===== src/rtl/i2s_tx_scheduler.sv =====
// rtl/i2s_tx_scheduler.sv - I2S DAC data scheduler: per-frame audio/sidetone arbitration and MSB-first serialiser
module i2s_tx_scheduler #(
  parameter int DATA_W      = 16,
  parameter int SLOT_BITS   = 32,
  parameter int HANG_FRAMES = 64
) (
  input  logic              CLK_IN,
  input  logic              reset_n,
  input  logic              Bfall,
  input  logic              LRfall,
  input  logic              LRrise,
  input  logic              aud_valid,
  input  logic [DATA_W-1:0] aud_l,
  input  logic [DATA_W-1:0] aud_r,
  output logic              aud_ready,
  input  logic              st_en,
  input  logic              st_valid,
  input  logic [DATA_W-1:0] st_l,
  input  logic [DATA_W-1:0] st_r,
  output logic              st_ready,
  output logic              DOUT,
  output logic [1:0]        active_src,
  output logic [7:0]        underrun_cnt
);

  localparam int CNT_W = $clog2(SLOT_BITS + 1);

  typedef enum logic [1:0] {
    S_IDLE  = 2'd0,
    S_AUDIO = 2'd1,
    S_TONE  = 2'd2,
    S_HANG  = 2'd3
  } state_t;

  state_t            state_q, state_d;
  logic [7:0]        hang_q, hang_d;
  logic [DATA_W-1:0] held_l_q, held_l_d;
  logic [DATA_W-1:0] held_r_q, held_r_d;
  logic [DATA_W-1:0] shift_q, shift_d;
  logic [CNT_W-1:0]  bit_cnt_q, bit_cnt_d;
  logic              slot_start_q, slot_start_d;
  logic              slot_right_q, slot_right_d;
  logic              dout_q, dout_d;
  logic [7:0]        under_q, under_d;
  logic              aud_ready_q, aud_ready_d;
  logic              st_ready_q, st_ready_d;

  logic              take_aud;
  logic              take_st;
  logic              miss;
  logic              audio_dec;
  logic [DATA_W-1:0] slot_word;

  // Frame decision at LRfall, slot arming at LR edges, and bit shifting on BCLK falls
  always_comb begin
    state_d      = state_q;
    hang_d       = hang_q;
    held_l_d     = held_l_q;
    held_r_d     = held_r_q;
    shift_d      = shift_q;
    bit_cnt_d    = bit_cnt_q;
    slot_start_d = slot_start_q;
    slot_right_d = slot_right_q;
    dout_d       = dout_q;
    under_d      = under_q;
    aud_ready_d  = 1'b0;
    st_ready_d   = 1'b0;
    take_aud     = 1'b0;
    take_st      = 1'b0;
    miss         = 1'b0;
    audio_dec    = 1'b0;
    slot_word    = '0;

    if (LRfall) begin
      case (state_q)
        S_TONE: begin
          if (st_en) begin
            if (st_valid) take_st = 1'b1;
            else          miss    = 1'b1;
          end else begin
            state_d = S_HANG;
            hang_d  = 8'(HANG_FRAMES - 1);
          end
        end
        S_HANG: begin
          if (st_en && st_valid) begin
            state_d = S_TONE;
            take_st = 1'b1;
          end else if (hang_q != 8'd0) begin
            hang_d = hang_q - 8'd1;
          end else begin
            audio_dec = 1'b1;
          end
        end
        default: audio_dec = 1'b1;
      endcase

      // Audio-mode selection; a keyed sidetone with data always wins the frame
      if (audio_dec) begin
        state_d = S_AUDIO;
        if (st_en && st_valid) begin
          state_d = S_TONE;
          take_st = 1'b1;
        end else if (aud_valid) begin
          take_aud = 1'b1;
        end else begin
          miss = 1'b1;
        end
      end

      held_l_d     = take_st ? st_l : (take_aud ? aud_l : '0);
      held_r_d     = take_st ? st_r : (take_aud ? aud_r : '0);
      aud_ready_d  = take_aud;
      st_ready_d   = take_st;
      if (miss && under_q != 8'hFF) under_d = under_q + 8'd1;
      slot_start_d = 1'b1;
      slot_right_d = 1'b0;
    end else if (LRrise && state_q != S_IDLE) begin
      slot_start_d = 1'b1;
      slot_right_d = 1'b1;
    end else if (Bfall) begin
      if (slot_start_q) begin
        slot_word    = slot_right_q ? held_r_q : held_l_q;
        shift_d      = slot_word;
        dout_d       = slot_word[DATA_W-1];
        bit_cnt_d    = CNT_W'(1);
        slot_start_d = 1'b0;
      end else if (bit_cnt_q < CNT_W'(DATA_W)) begin
        dout_d    = shift_q[DATA_W-2];
        shift_d   = shift_q << 1;
        bit_cnt_d = bit_cnt_q + 1'b1;
      end else begin
        dout_d = 1'b0;
      end
    end
  end

  // State and datapath registers; reset drops DOUT immediately and forgets frame alignment
  always_ff @(posedge CLK_IN or negedge reset_n) begin
    if (!reset_n) begin
      state_q      <= S_IDLE;
      hang_q       <= '0;
      held_l_q     <= '0;
      held_r_q     <= '0;
      shift_q      <= '0;
      bit_cnt_q    <= '0;
      slot_start_q <= 1'b0;
      slot_right_q <= 1'b0;
      dout_q       <= 1'b0;
      under_q      <= '0;
      aud_ready_q  <= 1'b0;
      st_ready_q   <= 1'b0;
    end else begin
      state_q      <= state_d;
      hang_q       <= hang_d;
      held_l_q     <= held_l_d;
      held_r_q     <= held_r_d;
      shift_q      <= shift_d;
      bit_cnt_q    <= bit_cnt_d;
      slot_start_q <= slot_start_d;
      slot_right_q <= slot_right_d;
      dout_q       <= dout_d;
      under_q      <= under_d;
      aud_ready_q  <= aud_ready_d;
      st_ready_q   <= st_ready_d;
    end
  end

  assign DOUT         = dout_q;
  assign active_src   = state_q;
  assign underrun_cnt = under_q;
  assign aud_ready    = aud_ready_q;
  assign st_ready     = st_ready_q;

endmodule


===== config.mk =====
export PLATFORM = sky130hd
export DESIGN_NAME = i2s_tx_scheduler
export DESIGN_NICKNAME = d
export VERILOG_FILES = /design/src/rtl/i2s_tx_scheduler.sv
export SDC_FILE = /design/constraint.sdc
export NUM_CORES = 1
export LEC_CHECK = 0
export ABC_AREA = 1
export BUFFER_PORTS_ARGS = -buffer_cell sky130_fd_sc_hd__buf_2
export CELL_PAD_IN_SITES_DETAIL_PLACEMENT = 1
export CELL_PAD_IN_SITES_GLOBAL_PLACEMENT = 1
export CORE_AREA = 4 4 100 102
export CTS_CLUSTER_SIZE = 24
export DETAILED_ROUTE_END_ITERATION = 10
export DIE_AREA = 0 0 104 106
export PLACE_DENSITY_LB_ADDON = 0.1
export REMOVE_ABC_BUFFERS = 1
export SYNTH_ARGS = -nofsm -noshare
export SYNTH_HDL_FRONTEND = slang
export SYNTH_SLANG_ARGS = --single-unit

===== constraint.sdc =====
create_clock -name CLK_IN -period 4.9 [get_ports CLK_IN]
set_clock_uncertainty 0.2 [all_clocks]
set_input_delay 0.245 -clock CLK_IN [delete_from_list [all_inputs] [get_ports CLK_IN]]
set_output_delay 0.245 -clock CLK_IN [all_outputs]
set_load 0.01 [all_outputs]

==> results.py <==
metrics = {
    "outcome": {
        "status": "completed",
    },
    "setup_path": {
        "r2r_setup_slack_ps": 1980,
        "start_kind": "register",
        "crit_fanout": 33,
        "r2r_cells": 11,
        "cp.required_ps": 4990,
        "r2r-start": "hang_q[0]",
        "critPathCaptureType": "register",
        "r2r_end": "held_l_q[5]",
        "path_class": "reg2reg",
        "endpoint": "held_l_q[5]",
        "setup.worst_path.start": "hang_q[0]",
        "crit_arrival_ps": 3000,
    },
    "pwr": {
        "finalPower_uw": 2140,
        "irDropWorstVdd_mv": 0.161,
        "p_leak_uw": 0.00269,
        "switching_share": 0.353,
        "p_clk_frac": 0.261,
        "p_per_area_nw_per_um2": 413,
        "p_int_uw": 1390,
        "power_frac_seq": 0.427,
        "p_sw_uw": 756,
        "power_frac_comb": 0.312,
    },
    "timing": {
        "timing.final.crit_share": 0.595,
        "period_needed_ps": 2920,
        "tightest_slew_ps": 976,
        "hold_viol": 0,
        "fmax_mhz": 343,
        "finalSetupTns_ps": 0,
        "slew_violations": 0,
        "setup_viol": 0,
        "setup_slack_ps": 1980,
        "relSlewSlack": 0.349,
        "rsz0062_at_grt": "no",
    },
    "global_route": {
        "grt_max_degree": 77,
        "overflow": 0,
        "antenna_found_initial": 0,
        "grt_pass1_wl_um": 19700,
        "grt.total_usage": 0.219,
        "grt_pass1_vias": 4121,
    },
    "place": {
        "gp_congestion": 0.816,
        "dp_slack_ps": 2140,
        "numPortBuffers": 84,
        "dpl.hpwl_um": 6900,
    },
    "floorplanning": {
        "start_util": 0.425,
        "die_h_um": 106,
        "num_rows": 35,
        "io-pin-count": 85,
        "coreArea_um2": 9110,
        "fp.dieW_um": 104,
        "fp.dieArea_um2": 11000,
    },
    "clock_tree": {
        "clk_path_buf_depth": 2,
        "cts_hold_buf": 65,
        "cts_htree_levels": 3,
        "cts_tree": "built",
        "clock-sinks": 76,
        "cts_setup_buffers": 0,
        "clock_latency_ps": 340,
        "root_buffer": "clkbuf_8",
        "path_clk_slew_ps": 90,
        "numCtsBuffers": 9,
        "cts_resized": 0,
    },
    "synthesis": {
        "synth.most_common_cell": "nand2_1",
        "avgSynthCellArea_um2": 8.45,
        "synth.top_cells.by_area": "dfrtp_1 (49%), nand2_1 (13%), a22oi_1 (6.4%)",
        "synth.distinct_cells": 34,
        "ys_warn_count": 0,
        "netlist_area_um2": 3870,
        "netlist_instances": 458,
        "synthArstFlopShare": 1.00,
        "synth_edf_count": 0,
        "synth_seq_area_share": 0.492,
        "yosys.area.top_type": "dfrtp_1",
        "ys.flop_type": "dfrtp_1",
        "yosysTopAreaCellShare": 0.492,
        "yosys-top-cells-count": "nand2_1 (134), dfrtp_1 (76), inv_1 (39), o21ai_0 (38)",
        "synth_seq_cells": 76,
    },
    "cells_and_area": {
        "fin_nets": 676,
        "n_antenna_cell": 0,
        "area_growth_pct": 34.3,
        "drive_gt1_frac": 0.205,
    },
    "route": {
        "via_per_inst": 5.23,
        "drt_iter0_drc": 115,
        "wl_per_cell_um": 16.2,
        "ant_nets": 0,
        "met2WireLength_um": 6190,
        "vias": 3746,
        "met1_length_um": 4850,
        "drc": 0,
        "routed_wl_um": 11600,
        "drtPass1Iterations": 4,
        "top_layer_used": "met4",
        "wl_met3_um": 382,
    },
    "run": {
        "cap_violations": 0,
    },
    "min_path": {
        "min_path_type": "in2reg",
    },
}
[logic make-up after synthesis]
family,Yosys count,share of synthesized area
fa+ha+maj,4,0.0129
compound gates,99,0.164
simple gates,204,0.226
buf+inv,62,0.0750
flops,76,0.492
xor+xnor,12,0.0272
mux,1,0.00259
[final cells by class]
type | instances | area, um2
inverter | 43 | 161
sequential | 76 | 1900
clock inverter | 5 | 83.8
clock buffer | 11 | 151
tap | 111 | 139
timing repair buffer | 150 | 1080
multi-input combinational | 320 | 1680
fill | 1119 | 3910
[registers in the layout, indices dropped and copies added (netlist names)]
| register | flops |
|---|---|
| slot_start_q | 1 |
| st_ready | 1 |
| hang_q | 8 |
| underrun_cnt | 8 |
| active_src | 2 |
| aud_ready | 1 |
| held_r_q | 16 |
| held_l_q | 16 |
| slot_right_q | 1 |
| DOUT | 1 |
| shift_q | 15 |
| bit_cnt_q | 6 |
[how the worst min path moves through the flow]
stage                   from           end  slack [ps]  cells past startpoint
floorplan            reset_n          DOUT        -250                      0
global placement    aud_r[4]   held_r_q[4]         240                      3
detailed placement  aud_l[7]   held_l_q[7]         250                      3
CTS                   LRrise  slot_right_q           9                      3
global route          LRrise  slot_right_q          20                      3
finish                LRrise  slot_right_q          20                      3
[through the flow]
| step | util | area [um2] | hold slack, ps | std cells |
|---|---|---|---|---|
| finish | 0.570 | 5190 | 19.4 | 716 |
| global route | 0.570 | 5190 | 15.7 | 716 |
| CTS | 0.570 | 5190 | 8.69 | 716 |
| detailed placement | 0.473 | 4310 | 246 | 635 |
| global placement | 0.473 | 4310 | 239 | 635 |
| floorplan | - | 3740 | -251 | 439 |
[power groups by stage]
stage,sequential [uW],clock (uW),combinational [uW]
finish,915,560,669
global route,939,600,762
CTS,914,565,666
detailed placement,925,0,583
global placement,917,0,557
floorplan,896,0,394
[worst max-delay path, cell delays in order, from the launching register on]
cell           delay [ps]
dfrtp_1               400
inv_1                 120
ha_1                  170
inv_1                  40
nor2_1                170
nand3_2               140
nand2_2               110
nand2_2                70
nor2_4                620
nand2_1               150
nand2_1               110
dlygate4sd3_1         550
[placed cells by master, fill, tap and decap left out]
master,instances
nand2_1,134
buf_2,83
dfrtp_1,76
dlygate4sd3_1,65
inv_1,39
o21ai_0,38
nor2_1,33
a22oi_1,33
o22ai_1,15
clkbuf_8,11
nand3_1,10
xor2_1,10
nand4_1,9
nand2_2,5
o21ai_2,5
nor3_1,4
ha_1,4
inv_2,3
nor2_2,2
nor2_4,2
a31oi_1,2
a21oi_1,2
xnor2_1,2
clkinvlp_4,2
bufinv_16,2
buf_4,2
clkinv_1,1
a21oi_2,1
nand3_2,1
nand2_4,1
o32ai_1,1
nand3b_1,1
nand4_4,1
mux2i_1,1
o211ai_2,1
or2_2,1
o21a_1,1
clkinv_4,1
[layer usage]
metal  vias to the layer above  track usage
li1                       1800            -
met1                      1848        0.250
met2                        75        0.416
met3                        23       0.0431
met4                         0       0.0579
met5                         -            0
(Power assumes the default switching activity.)
